**src/rtl/keypad_pkg.sv**
```systemverilog
// Shared types, key map and bit-count helpers for the matrix keypad scanner.
package keypad_pkg;

    typedef enum logic {
        RELEASED,
        HELD
    } key_state_e;

    typedef enum logic [1:0] {
        CNT_ZERO,
        CNT_ONE,
        CNT_MANY
    } bit_count_e;

    // Hex code per key, indexed row*4+col (Pmod KYPD layout).
    localparam logic [3:0] KEY_MAP [16] = '{
        4'h1, 4'h2, 4'h3, 4'hA,
        4'h4, 4'h5, 4'h6, 4'hB,
        4'h7, 4'h8, 4'h9, 4'hC,
        4'h0, 4'hF, 4'hE, 4'hD
    };

    // Classifies a 16-bit key state as no key, one key or several keys.
    function automatic bit_count_e count_class(input logic [15:0] bits);
        int unsigned n;
        n = 0;
        for (int unsigned i = 0; i < 16; i++) begin
            n += 32'(bits[i]);
        end
        if (n == 0) return CNT_ZERO;
        else if (n == 1) return CNT_ONE;
        else return CNT_MANY;
    endfunction

    // Snapshot bits are laid out col*4+row; the key map is row*4+col.
    function automatic logic [3:0] key_lookup(input logic [15:0] bits);
        logic [3:0] code;
        logic [3:0] idx;
        code = '0;
        for (int unsigned i = 0; i < 16; i++) begin
            if (bits[i]) begin
                idx  = 4'(((i % 4) * 4) + (i / 4));
                code = KEY_MAP[idx];
            end
        end
        return code;
    endfunction

endpackage

```
**src/rtl/keypad_scanner_if.sv**
```systemverilog
// Key event handshake between the keypad scanner and its consumer.
interface keypad_scanner_if;
    logic [3:0] key_code;
    logic       key_valid;
    logic       key_ready;
    logic       key_held;
    logic       overrun;

    modport master (
        output key_code,
        output key_valid,
        output key_held,
        output overrun,
        input  key_ready
    );

    modport slave (
        input  key_code,
        input  key_valid,
        input  key_held,
        input  overrun,
        output key_ready
    );
endinterface

```
**src/rtl/keypad_col_scan.sv**
```systemverilog
// Column sequencer: drives one active-low column per SCAN_DIV cycles and
// strobes the row sample point and the end of each full scan.
module keypad_col_scan #(
    parameter int SCAN_DIV = 100_000
) (
    input  logic       clk,
    input  logic       rst_n,
    output logic [3:0] col_n,
    output logic [1:0] col,
    output logic       sample_stb,
    output logic       scan_end
);
    localparam int DIV_W = $clog2(SCAN_DIV);

    logic [DIV_W-1:0] div_cnt;

    // Column period counter and column index advance.
    always_ff @(posedge clk or negedge rst_n) begin
        if (!rst_n) begin
            div_cnt <= '0;
            col     <= '0;
        end else if (sample_stb) begin
            div_cnt <= '0;
            col     <= col + 2'd1;
        end else begin
            div_cnt <= div_cnt + DIV_W'(1);
        end
    end

    // Strobes on the last cycle of a column; column drive decoded from index.
    always_comb begin
        sample_stb = (div_cnt == DIV_W'(SCAN_DIV - 1));
        scan_end   = sample_stb && (col == 2'd3);
        col_n      = ~(4'b0001 << col);
    end

endmodule

```
**src/rtl/keypad_scanner.sv**
```systemverilog
// 4x4 matrix keypad scanner: synchronizes rows, builds full-scan snapshots,
// debounces them, turns single-key presses into events and buffers one event.
module keypad_scanner
    import keypad_pkg::*;
#(
    parameter int SCAN_DIV       = 100_000,
    parameter int DEBOUNCE_SCANS = 4
) (
    input  logic             clk,
    input  logic             rst_n,
    output logic [3:0]       col_n,
    input  logic [3:0]       row_n,
    keypad_scanner_if.master kbus
);
    localparam int               CNT_W   = $clog2(DEBOUNCE_SCANS + 1);
    localparam logic [CNT_W-1:0] CNT_MAX = CNT_W'(DEBOUNCE_SCANS);

    logic [1:0]       col;
    logic             sample_stb;
    logic             scan_end;
    logic [3:0]       row_meta;
    logic [3:0]       row_sync;
    logic [15:0]      snap;
    logic [15:0]      snap_next;
    logic [15:0]      prev_snap;
    logic [15:0]      debounced;
    logic [CNT_W-1:0] stable_cnt;
    logic [CNT_W-1:0] cnt_next;
    logic             deb_pulse;
    key_state_e       state;
    key_state_e       state_next;
    bit_count_e       deb_class;
    logic             emit;
    logic [3:0]       code_q;
    logic             valid_q;
    logic             overrun_q;
    logic             xfer;

    keypad_col_scan #(
        .SCAN_DIV(SCAN_DIV)
    ) u_col_scan (
        .clk        (clk),
        .rst_n      (rst_n),
        .col_n      (col_n),
        .col        (col),
        .sample_stb (sample_stb),
        .scan_end   (scan_end)
    );

    // Two-flop synchronizer for the asynchronous row lines.
    always_ff @(posedge clk or negedge rst_n) begin
        if (!rst_n) begin
            row_meta <= '1;
            row_sync <= '1;
        end else begin
            row_meta <= row_n;
            row_sync <= row_meta;
        end
    end

    // Snapshot with the current column's rows merged in, and the next stable count.
    always_comb begin
        snap_next = snap;
        snap_next[{col, 2'b00} +: 4] = ~row_sync;
        if (snap_next == prev_snap) begin
            cnt_next = (stable_cnt == CNT_MAX) ? stable_cnt : stable_cnt + CNT_W'(1);
        end else begin
            cnt_next = CNT_W'(1);
        end
    end

    // Snapshot capture and scan-to-scan debounce.
    always_ff @(posedge clk or negedge rst_n) begin
        if (!rst_n) begin
            snap       <= '0;
            prev_snap  <= '0;
            debounced  <= '0;
            stable_cnt <= '0;
            deb_pulse  <= 1'b0;
        end else begin
            deb_pulse <= 1'b0;
            if (sample_stb) begin
                snap <= snap_next;
            end
            if (scan_end) begin
                prev_snap  <= snap_next;
                stable_cnt <= cnt_next;
                if (cnt_next == CNT_MAX) begin
                    debounced <= snap_next;
                    deb_pulse <= 1'b1;
                end
            end
        end
    end

    assign deb_class = count_class(debounced);

    // Event FSM state register.
    always_ff @(posedge clk or negedge rst_n) begin
        if (!rst_n) begin
            state <= RELEASED;
        end else begin
            state <= state_next;
        end
    end

    // Event FSM: one event per isolated press, lockout on multi-key, rearm on full release.
    always_comb begin
        state_next = state;
        emit       = 1'b0;
        if (deb_pulse) begin
            case (state)
                RELEASED: begin
                    if (deb_class == CNT_ONE) begin
                        emit       = 1'b1;
                        state_next = HELD;
                    end else if (deb_class == CNT_MANY) begin
                        state_next = HELD;
                    end
                end
                HELD: begin
                    if (deb_class == CNT_ZERO) begin
                        state_next = RELEASED;
                    end
                end
                default: state_next = RELEASED;
            endcase
        end
    end

    assign xfer = valid_q & kbus.key_ready;

    // One-entry output buffer; the event branch follows the transfer branch so a
    // same-cycle event reloads the entry instead of leaving it cleared.
    always_ff @(posedge clk or negedge rst_n) begin
        if (!rst_n) begin
            code_q    <= '0;
            valid_q   <= 1'b0;
            overrun_q <= 1'b0;
        end else begin
            if (xfer) begin
                valid_q   <= 1'b0;
                overrun_q <= 1'b0;
            end
            if (emit) begin
                if (!valid_q || xfer) begin
                    code_q  <= key_lookup(debounced);
                    valid_q <= 1'b1;
                end else begin
                    overrun_q <= 1'b1;
                end
            end
        end
    end

    assign kbus.key_code  = code_q;
    assign kbus.key_valid = valid_q;
    assign kbus.overrun   = overrun_q;
    assign kbus.key_held  = (state == HELD);

endmodule

```
**src/flat_wrapper.sv**
```systemverilog
// flat-port wrapper written by rule: the top's interface ports become plain ports
module keypad_scanner_flat import keypad_pkg::*;
#(
    parameter int SCAN_DIV       = 100_000,
    parameter int DEBOUNCE_SCANS = 4
)
  (clk, rst_n, col_n, row_n, kbus_key_code, kbus_key_valid, kbus_key_held, kbus_overrun, kbus_key_ready);
  keypad_scanner_if kbus_i ();
  input  logic clk;
  input  logic rst_n;
  output logic [3:0] col_n;
  input  logic [3:0] row_n;
  output wire logic [$bits(kbus_i.key_code)-1:0] kbus_key_code;
  output wire logic [$bits(kbus_i.key_valid)-1:0] kbus_key_valid;
  output wire logic [$bits(kbus_i.key_held)-1:0] kbus_key_held;
  output wire logic [$bits(kbus_i.overrun)-1:0] kbus_overrun;
  input wire logic [$bits(kbus_i.key_ready)-1:0] kbus_key_ready;
  assign kbus_key_code = kbus_i.key_code;
  assign kbus_key_valid = kbus_i.key_valid;
  assign kbus_key_held = kbus_i.key_held;
  assign kbus_overrun = kbus_i.overrun;
  assign kbus_i.key_ready = kbus_key_ready;
  keypad_scanner #(.SCAN_DIV(SCAN_DIV), .DEBOUNCE_SCANS(DEBOUNCE_SCANS)) u_core (.clk(clk), .rst_n(rst_n), .col_n(col_n), .row_n(row_n), .kbus(kbus_i));
endmodule
```
**config.mk**
```make
export PLATFORM = sky130hd
export DESIGN_NAME = keypad_scanner_flat
export DESIGN_NICKNAME = d
export VERILOG_FILES = /design/src/rtl/keypad_pkg.sv /design/src/rtl/keypad_scanner_if.sv /design/src/rtl/keypad_col_scan.sv /design/src/rtl/keypad_scanner.sv /design/src/flat_wrapper.sv
export SDC_FILE = /design/constraint.sdc
export NUM_CORES = 1
export LEC_CHECK = 0
export BUFFER_PORTS_ARGS = -buffer_cell sky130_fd_sc_hd__buf_4
export CORE_ASPECT_RATIO = 0.8
export CORE_MARGIN = 4
export CORE_UTILIZATION = 62
export CTS_CLUSTER_DIAMETER = 120
export CTS_CLUSTER_SIZE = 24
export DETAILED_ROUTE_END_ITERATION = 10
export HOLD_SLACK_MARGIN = 0.06
export PLACE_DENSITY = 0.83
export REMOVE_ABC_BUFFERS = 1
export SETUP_SLACK_MARGIN = 0.3
export SYNTH_ARGS = -nofsm -noshare
export SYNTH_HDL_FRONTEND = slang
export SYNTH_SLANG_ARGS = --single-unit
```
**constraint.sdc**
```tcl
create_clock -name clk -period 5.6 [get_ports clk]
set_input_delay 1.4 -clock clk [delete_from_list [all_inputs] [get_ports clk]]
set_output_delay 1.4 -clock clk [all_outputs]
set_load 0.05 [all_outputs]
```
# --- Yosys cells after proc, flatten, opt, wreduce, memory -nomap -nowiden ---
# Index checks and enable logic that the tools add are counted.
classes:
  bitwise_logic: 4
  shift: 3
  n_addsub: 19
  n_eq_ne: 8
  muxes: 37
  reduce_logical: 7
op_table:
  columns: ["op", "n"]
  rows:
  - ["$add 32x1->32", 14]
  - ["$mux 4", 10]
  - ["$eq 32x1->1 const B", 1]
  - ["$logic_not 32->1", 1]
  - ["$mux 3", 7]
  - ["$add 17x1->17 const B", 1]
  - ["$eq 17x17->1 const B", 1]
  - ["$mux 17", 1]
  - ["$bwmux 16", 1]
  - ["$eq 16x16->1", 1]
  - ["$shift 4x6->16 const A", 1]
  - ["$shiftx 4x6->16", 1]
  - ["$mux 1", 15]
  - ["$not 4->4", 2]
  - ["$eq 3x3->1 const B", 2]
  - ["$neg 4->6", 1]
  - ["$eq 2x2->1 const B", 2]
  - ["$mux 2", 2]
  - ["$reduce_and 2->1", 2]
  - ["$shl 1x2->4 const A", 1]
  - ["$add 3x1->3 const B", 1]
  - ["$add 1x1->2", 1]
  - ["$add 2x1->2 const B", 1]
  - ["$eq 2x1->1 const B", 1]
  - ["other kinds (7)", 7]
word_totals:
  input_bits: 7
  regBits: 86
  elab_cells: 91
  out_inout_bits: 11

# --- Longest topological paths before layout ---
# Gate-level depths: netlist of the first run.
logic_depth:
  word_depth: 23
  ltp_mapped: 18
  mapped_depth_nobuf: 18

# --- Modules after synthesis ---
# From an unflattened synthesis of the first run, not the netlist that was laid out.
hier_totals:
  cells_unflattened: 481
  area_unflattened_um2: 4818.4
modules_own_cells:
  columns: ["mod", "cells_each", "n_inst", "seq_area_each_um2", "area_per_inst_um2"]
  rows:
  - ["keypad_scanner", 392, 1, 1686.6, 3849.9]
  - ["keypad_col_scan", 89, 1, 475.5, 968.4]

# --- Worst setup path after synthesis of the first run ---
# OpenSTA, ideal clock, no wires.
synth_path:
  kind: "register to register"
  startpoint: "reg u_core.debounced[0]"
  endpoint: "reg u_core.code_q[0], in the netlist u_core.kbus.key_code[0]"
  setup_slack_ps: 745
  setup_time_ps: 125
  n_path_buf: 0
  synth_period_minus_slack_ps: 4855
  t_required_ps: 5475
  arrival_time_ps: 4730
  stages_incl_launch_ff: 16
  path_cell_list: "dfrtp_1 -> ha_1 -> fa_1 -> inv_1 -> fa_1 -> fa_1 -> inv_1 -> fa_1 -> fa_1 -> inv_1 -> fa_1 -> nor4_1 -> nand2b_1 -> nor3b_1 -> nand2_1 -> mux2_2"
synth_between:
  elab_chain_len: 23
  elab_cells_between_ends: 40
  classes_between: "add/sub: 15; eq/ne: 2; mux: 21; reduce/logical: 2"
synth_lines:
  columns: ["item", "line", "rtl"]
  rows:
  - ["start, declared", "keypad_scanner.sv:26", "logic [15:0] debounced;"]
  - ["start signal, assigned", "keypad_scanner.sv:89", "debounced <= snap_next;"]
  - ["$add 1x1->2", "keypad_pkg.sv:28", "n += 32'(bits[i]);"]
  - ["$add 32x1->32 (14 in series)", "keypad_pkg.sv:28", null]
  - ["$eq 32x1->1", "keypad_pkg.sv:31", "else if (n == 1) return CNT_ONE;"]
  - ["$mux 2", "keypad_pkg.sv:31", null]
  - ["$mux 2", "keypad_pkg.sv:30", "if (n == 0) return CNT_ZERO;"]
  - ["$eq 2x1->1", "keypad_scanner.sv:114", "if (deb_class == CNT_ONE) begin"]
  - ["$mux 1", "keypad_scanner.sv:114", null]
  - ["$mux 1", "keypad_scanner.sv:112", "case (state)"]
  - ["$mux 1", "keypad_scanner.sv:111", "if (deb_pulse) begin"]
  - ["$reduce_and 2->1 (no source line)", null, null]
  - ["end signal, assigned", "keypad_scanner.sv:147", "code_q <= key_lookup(debounced);"]
  - ["end, declared", "keypad_scanner.sv:34", "logic [3:0] code_q;"]
# Several ways; a longest one is shown, not always the timed one.
# A chain may end at the register's enable or synchronous reset.

# --- Worst setup path in the final report of the first run ---
layout_path:
  startpoint: "reg u_core.debounced[0]"
  endpoint: "reg u_core.code_q[3], in the netlist u_core.kbus.key_code[3]"
layout_between:
  elab_chain_len: 23
  elab_cells_between_ends: 24
  classes_between: "add/sub: 15; eq/ne: 2; mux: 5; reduce/logical: 2"
layout_lines:
  columns: ["item", "line"]
  rows:
  - ["$add 1x1->2 *", "keypad_pkg.sv:28"]
  - ["$add 32x1->32 * (14 in series)", "keypad_pkg.sv:28"]
  - ["$eq 32x1->1", "keypad_pkg.sv:31"]
  - ["$mux 2", "keypad_pkg.sv:31"]
  - ["$mux 2 *", "keypad_pkg.sv:30"]
  - ["$eq 2x1->1 *", "keypad_scanner.sv:114"]
  - ["$mux 1 *", "keypad_scanner.sv:114"]
  - ["$mux 1 *", "keypad_scanner.sv:112"]
  - ["$mux 1 *", "keypad_scanner.sv:111"]
  - ["$reduce_and 2->1 (no source line) *", null]
# Every way passes the cells marked *; elsewhere a longest branch is shown, timed or not.

==> results of run 1 <==
## power breakdown
group          internal, mW  switching, mW  total (mW)
combinational       0.00636         0.0164      0.0228
clock                 0.259          0.242       0.501
sequential            0.626        0.00326       0.629
## flip-flops by register name, summed over array words and instances, names as in the netlist
register                   count
u_core.deb_pulse               1
u_core.debounced              16
u_core.kbus.key_code           4
u_core.kbus.key_held           1
u_core.kbus.key_valid          1
u_core.kbus.overrun            1
u_core.prev_snap              16
u_core.row_meta                4
u_core.row_sync                4
u_core.snap                   16
u_core.stable_cnt              3
u_core.u_col_scan.col          2
u_core.u_col_scan.div_cnt     17
## path summary, 6_finish.rpt
path	end	slack [ps]
worst max-delay path	u_core.kbus.key_code[3]	590
worst min-delay path	u_core.row_sync[0]	360
worst max register to register	u_core.kbus.key_code[3]	590
worst min register to register	u_core.row_sync[0]	360
max in group asynchronous	u_core.debounced[3]	3720
min in group asynchronous	u_core.stable_cnt[0]	1220
## per-stage QoR
stage	instances	setup WS, ps	area [um2]	hold slack, ps	utilization, %
finish	559	592	5070	359	71.5
global route	559	343	5070	366	71.5
CTS	559	378	5070	361	71.5
detailed placement	543	401	4840	348	68.2
global placement	543	515	4840	345	68.2
floorplan	437	745	4590	345	-
## cells by family (layout without fill, tap and decap cells)
kind of cell,after synthesis,count (layout)
AOI/OAI and AO/OA,84,84
xor gates and xnor gates,29,29
adders and majority gates,25,25
buffers and inverters,60,79
DFF,86,86
muxes,32,32
and+or+nand+nor,137,137
## worst max-delay path, stage by stage, from the launching register on
cell	delay, ps
dfrtp_1	410
ha_1	320
fa_1	500
inv_1	60
fa_1	480
fa_1	520
inv_1	50
fa_1	450
fa_1	380
inv_1	80
fa_1	400
nor4_1	320
nand2b_1	150
nor3b_2	330
nand2_1	160
mux2_2	290
## cell usage in the layout, fill, tap and decap left out, types with 16 or more instances in the layout
| cell | n |
|---|---|
| a21oi_1 | 34 |
| buf_4 | 19 |
| dfrtp_1 | 78 |
| inv_1 | 44 |
| mux2_2 | 16 |
| mux2i_1 | 16 |
| nand2_1 | 19 |
| nor2_1 | 39 |
| xnor2_1 | 17 |
## layer usage
metal,up-vias,share of wire [%],GRT usage (%)
met5,-,0,0
met4,0,1.5,6.79
met3,13,6.1,6.40
met2,71,46,34.8
met1,1630,47,31.1
li1,1576,-,-
## cell usage after synthesis (all sizes together) (3+ instances only)
library cell | n | area (um2)
nand3 | 16 | 92.6
xnor2 | 17 | 149
nand2 | 19 | 71.3
nand4 | 3 | 18.8
clkbuf | 11 | 41.3
nor3b | 5 | 37.5
o211ai | 7 | 52.6
mux2i | 16 | 160
a211oi | 4 | 30.0
o21a | 3 | 22.5
xor2 | 12 | 105
mux2 | 16 | 180
fa | 10 | 200
dfrtp | 78 | 1950
nor4b | 5 | 43.8
and2 | 3 | 18.8
dfstp | 8 | 210
a31oi | 8 | 50.1
nor2 | 39 | 146
nor3 | 6 | 30.0
nor2b | 10 | 62.6
buf | 5 | 31.3
o21ai | 12 | 60.1
or2 | 3 | 18.8
inv | 44 | 165
ha | 15 | 188
and3b | 3 | 26.3
a21oi | 34 | 170
nand2b | 11 | 68.8
## repair_timing
action	4_1_cts	5_1_grt
resized for setup	0	1
endpoints found under the setup margin	0	3
endpoints found under the hold margin	0	0
## area by class of cell
cell class                 count  share of cell area, %
inverter                      44                   3.25
sequential                    86                   42.6
timing repair buffer          19                   2.81
clock buffer                   9                   2.44
clock inverter                 7                   2.07
tap                           87                   2.14
multi-input combinational    307                   44.7
==> results.txt, run 1 <==
Class of the tightest hold or removal check -> reg -> reg
Placement Rows -> 27
GRT Overall Usage -> 22.4%
Starting density of the core -> 65.7%
Post-Route WL -> 9180 um
HPWL after detailed placement -> 6390 um
Post-synth EDFFs -> 0
Cell count of the worst reg-to-reg path -> 15
Full die area -> 8980 um2
Setup Buffers After CTS -> 0
Longest Clk Path Bufs -> 2
Period utilization -> 89.4%
1st-iter DRT viols -> 316
Worst slew pin tran -> 1050 ps
Cell area power density -> 227 nW/um2
Area Growth Syn to Fin -> 8.86%
Latest clock arrival within the worst-skew pair -> 380 ps
Post-synthesis sequential area ratio -> 46.4%
Cell at the root of the clock tree -> clkbuf_8
TritonCTS clock tree -> done
Synthesized area -> 4660 um2
Dominant synthesized flop cell -> dfrtp_1
Number of sinks handled by clock tree synthesis -> 86
Largest net degree at the start of global routing -> 87
Slew Limit Headroom -> 29.7%
Parity-gate share of the synthesized area counting xor and xnor cells -> 5.45%
Highest Clock Rate -> 0.200 GHz
Count of final hold-check violations -> 0
Worst-case clock skew -> 9.97 ps
Critical register-to-register path startpoint -> u_core.debounced[0]
Proportion of synthesized area in mux cells -> 7.30%
Die X-Extent -> 105 um
CTS Hold Buffers Added -> 0
Synth Area in Compound Gates -> 11.1%
Data required time at the worst endpoint -> 5870 ps
I/O pin cnt -> 18
Endpoint class of the critical path -> flop
Initial antenna violation count -> 0
First-pass iteration count of the detailed router -> 4
Layout Nets -> 499
Worst setup startpoint -> u_core.debounced[0]
Worst EP arrival -> 5280 ps
Number of filler instances in the final layout -> 500
Number of global-route vias before repair -> 3303
Power, Total -> 1.15 mW
Final RePlAce weighted congestion -> 0.894
Antenna Nets Post-Route -> 0
First-pass GRT wire length -> 16000 um
CTS H-tree lvls -> 3
Remaining Overflow, GRT -> 0
Mean instance size in the synthesized netlist -> 10.3 um2
Die height -> 85.6 um
Number of max-cap violations -> 0
TNS Setup -> 0 ps
Kind of start point of the critical path -> flop
Post-Synth Simple-Gate Area -> 16.4%
RSZ-0062 raised after global routing -> no
Number of I/O port buffers -> 17
Count of unresolved DRC violations after routing -> 0
Adder and majority gate portion of the synthesized area -> 8.32%
Area of the multi-input gates -> 2270 um2
Number of inserted diodes -> 0
WL/cell -> 16.4 um
Final setup fails -> 0
Hold Startpoint -> u_core.row_meta[0]
Sequential cell area -> 2160 um2
Fraction of layout instances using a drive strength above 1 -> 14.0%
Worst IR Drop VDD -> 0.194 mV
Dominant combinational cell family by area after synthesis -> simple AND/OR/NAND/NOR gates
Critical path type -> reg -> reg
Leakage -> 2.39 nW
Via count -> 3290
YS warnings -> 0
Vias per std cell -> 5.89
Maximum net fanout on the critical path -> 5
Hold Path Depth -> 0
CTS buffer count -> 9
Cells after Synth -> 453
Flop and latch count out of synthesis -> 86
Area of the placeable core -> 7090 um2
Number of slew-limit violations in the final report -> 0
Share of synthesized registers carrying an async set or reset -> 100%
Number of distinct standard cells referenced by the synthesized netlist -> 55
Post-layout minimum cycle time -> 5010 ps
Status -> completed
Clock slew at reported path FFs -> 90 ps
Power figures use the tool's default switching activity.
==> run 2: changes to the inputs <==
--- a/config.mk
+++ b/config.mk
@@ -8,12 +8,14 @@
 export BUFFER_PORTS_ARGS = -buffer_cell sky130_fd_sc_hd__buf_4
 export CORE_ASPECT_RATIO = 0.8
 export CORE_MARGIN = 4
-export CORE_UTILIZATION = 62
+export CORE_UTILIZATION = 58
+export CTS_BUF_LIST = sky130_fd_sc_hd__clkbuf_2 sky130_fd_sc_hd__clkbuf_4 sky130_fd_sc_hd__clkbuf_8
 export CTS_CLUSTER_DIAMETER = 120
 export CTS_CLUSTER_SIZE = 24
 export DETAILED_ROUTE_END_ITERATION = 10
 export HOLD_SLACK_MARGIN = 0.06
-export PLACE_DENSITY = 0.83
+export MAX_ROUTING_LAYER = met4
+export PLACE_DENSITY = 0.81
 export REMOVE_ABC_BUFFERS = 1
 export SETUP_SLACK_MARGIN = 0.3
 export SYNTH_ARGS = -nofsm -noshare
==> constraint.sdc (replaced) <==
create_clock -name clk -period 4.45 [get_ports clk]
set_input_delay 1.1125 -clock clk [delete_from_list [all_inputs] [get_ports clk]]
set_output_delay 1.1125 -clock clk [all_outputs]
set_load 0.05 [all_outputs]
==> run 2 against run 1 <==
Against the previous run:
- critical path type unchanged
- the run now ends with setup timing left
- hold slack improved by 1.2 ps
- non-clock buffer count rose by 19
- count of clock-buffer cells in the layout rose by 2
- total power rose by 25%
==> results.txt, run 2 (synthesis gave the netlist of run 1 again) <==
Critical path type -> reg -> reg
Number of slew-limit violations in the final report -> 0
Highest Clock Rate -> 0.214 GHz
Switching Fraction -> 21.7%
CTS Hold Buffers Added -> 0
Latest clock arrival within the worst-skew pair -> 380 ps
CTS buffer count -> 9
Layout Nets -> 518
Worst setup startpoint -> u_core.debounced[0]
Die height -> 88.2 um
First-pass iteration count of the detailed router -> 5
Fraction of layout instances using a drive strength above 1 -> 19.1%
Biggest register -> u_core.u_col_scan.div_cnt
Remaining Overflow, GRT -> 0
Leakage -> 2.49 nW
CTS H-tree lvls -> 3
HPWL after detailed placement -> 7010 um
Cell area power density -> 272 nW/um2
Number of flip-flops under the largest register name -> 17
Starting density of the core -> 61.3%
Cell-by-cell listing of the critical path -> ha_1, fa_1, inv_1, fa_1, fa_1, inv_1, fa_1, fa_2, inv_2, fa_1, nor4_4, nand2b_1, nor3b_2, nand2_1, mux2_2
Area of the placeable core -> 7600 um2
Number of sinks handled by clock tree synthesis -> 86
Power, Total -> 1.44 mW
Critical register-to-register path startpoint -> u_core.debounced[0]
Antenna Nets Post-Route -> 0
WL/cell -> 16.7 um
I/O pin cnt -> 18
Worst EP arrival -> 4940 ps
Pre-CTS WS -> -547 ps
Full die area -> 9550 um2
Hold Startpoint -> u_core.row_meta[3]
Initial antenna violation count -> 0
GRT Overall Usage -> 24.3%
Failing checks -> setup timing
Clock slew at reported path FFs -> 80 ps
Placement Rows -> 28
Worst slew pin tran -> 1060 ps
Endpoint class of the critical path -> flop
Worst-case clock skew -> 13.4 ps
Internal power -> 1.13 mW
First-pass GRT wire length -> 17100 um
Status -> complete, but fails checks
Switching power summed over all nets -> 0.313 mW
Number of global-route vias before repair -> 3516
Commonest non-fill, non-tap cell in the layout -> dfrtp_1
Vias per std cell -> 5.72
Die X-Extent -> 108 um
Most Frequent Cell on Critical Path -> fa_1
Post-Route WL -> 9960 um
Count of unresolved DRC violations after routing -> 0
Worst IR Drop VDD -> 0.242 mV
Post-layout minimum cycle time -> 4670 ps
Class of the tightest hold or removal check -> reg -> reg
Number of inserted diodes -> 0
Final setup fails -> 7
Largest net degree at the start of global routing -> 87
TritonCTS clock tree -> done
Worst-case setup margin in the final layout -> -224 ps
Cell at the root of the clock tree -> clkbuf_8
Final RePlAce weighted congestion -> 0.897
Portion of total power attributed to sequential cells -> 55.0%
Kind of start point of the critical path -> flop
Clock network fraction of total power -> 43.0%
Maximum net fanout on the critical path -> 3
Post-route cell area -> 5290 um2
Via count -> 3409
Most frequent cells in the layout -> dfrtp_1 (78), inv_1 (42), nor2_1 (39)
Number of I/O port buffers -> 17
Area Growth Syn to Fin -> 13.4%
RSZ-0062 raised after global routing -> yes
Longest Clk Path Bufs -> 2
Period utilization -> 105%
1st-iter DRT viols -> 200
Number of max-cap violations -> 0
Placement Cell Area -> 4980 um2
Count of final hold-check violations -> 0
Cell with the biggest individual delay on the critical path -> fa_1
Proportion of power drawn by combinational gates -> 2.0%
Slew Limit Headroom -> 29.5%
Highest cell delay on the worst timing path -> 510 ps
Data required time at the worst endpoint -> 4710 ps
-- run 2: cell count changes in the layout (fill, tap and decap cells not counted), sizes merged --
cell      change
buf          +19
inv           -3
clkbuf        +2
clkinvlp      +1
-- run 2: critical path, delay by kind of cell, from the launching register on --
| family | cells | cell delay (ps) |
|---|---|---|
| adders and majority gates | 7 | 3010 |
| DFF | 1 | 390 |
| muxes | 1 | 290 |
| buffers and inverters | 3 | 160 |
| and+or+nand+nor | 4 | 710 |
-- run 2: final cells by class --
class | count | area, um2
Clock buffer | 11 | 139
Clock inverter | 5 | 85.1
Fill cell | 565 | 2320
Inverter | 44 | 165
Multi-Input combinational cell | 307 | 2310
Sequential cell | 86 | 2160
Tap cell | 105 | 131
Timing Repair Buffer | 38 | 289
-- run 2: path summary, 6_finish.rpt --
check,slack [ps],end,cells past startpoint
min in group asynchronous,930,u_core.u_col_scan.div_cnt[4],1
worst min register to register,360,u_core.row_sync[3],0
worst min-delay path,360,u_core.row_sync[3],0
worst max-delay path,-220,u_core.kbus.key_code[3],15
max in group asynchronous,2860,u_core.kbus.overrun,1
worst max register to register,-220,u_core.kbus.key_code[3],15
-- run 2: through the flow --
stage	instances	hold slack (ps)	util [%]	setup TNS, ps
floorplan	437	345	-	-1630
finish	596	360	69.5	-1240
global placement	576	346	65.5	-2060
detailed placement	576	349	65.5	-3150
CTS	595	361	69.2	-1790
global route	596	366	69.5	-2660
-- run 2: layer usage --
metal | vias up | track usage, % | part of all wire [%]
li1 | 1619 | - | -
met1 | 1666 | 31.8 | 45
met2 | 103 | 37.3 | 47
met3 | 21 | 6.93 | 6.2
met4 | 0 | 6.88 | 1.5
met5 | - | - | 0
-- run 2: power groups by stage --
stage / Sequential, mW / Combinational, mW / Clock, mW
2_1_floorplan: 0.805 / 0.00810 / 0
3_3_place_gp: 0.806 / 0.0293 / 0
3_5_place_dp: 0.806 / 0.0297 / 0
4_1_cts: 0.791 / 0.0298 / 0.627
5_1_grt: 0.792 / 0.0330 / 0.666
6_report: 0.791 / 0.0290 / 0.618
-- run 2: what timing repair did --
item,4_1_cts,5_1_grt
resized for setup,9,3
setup buffers,3,1
setup endpoints to repair,7,7
pin swaps,8,1
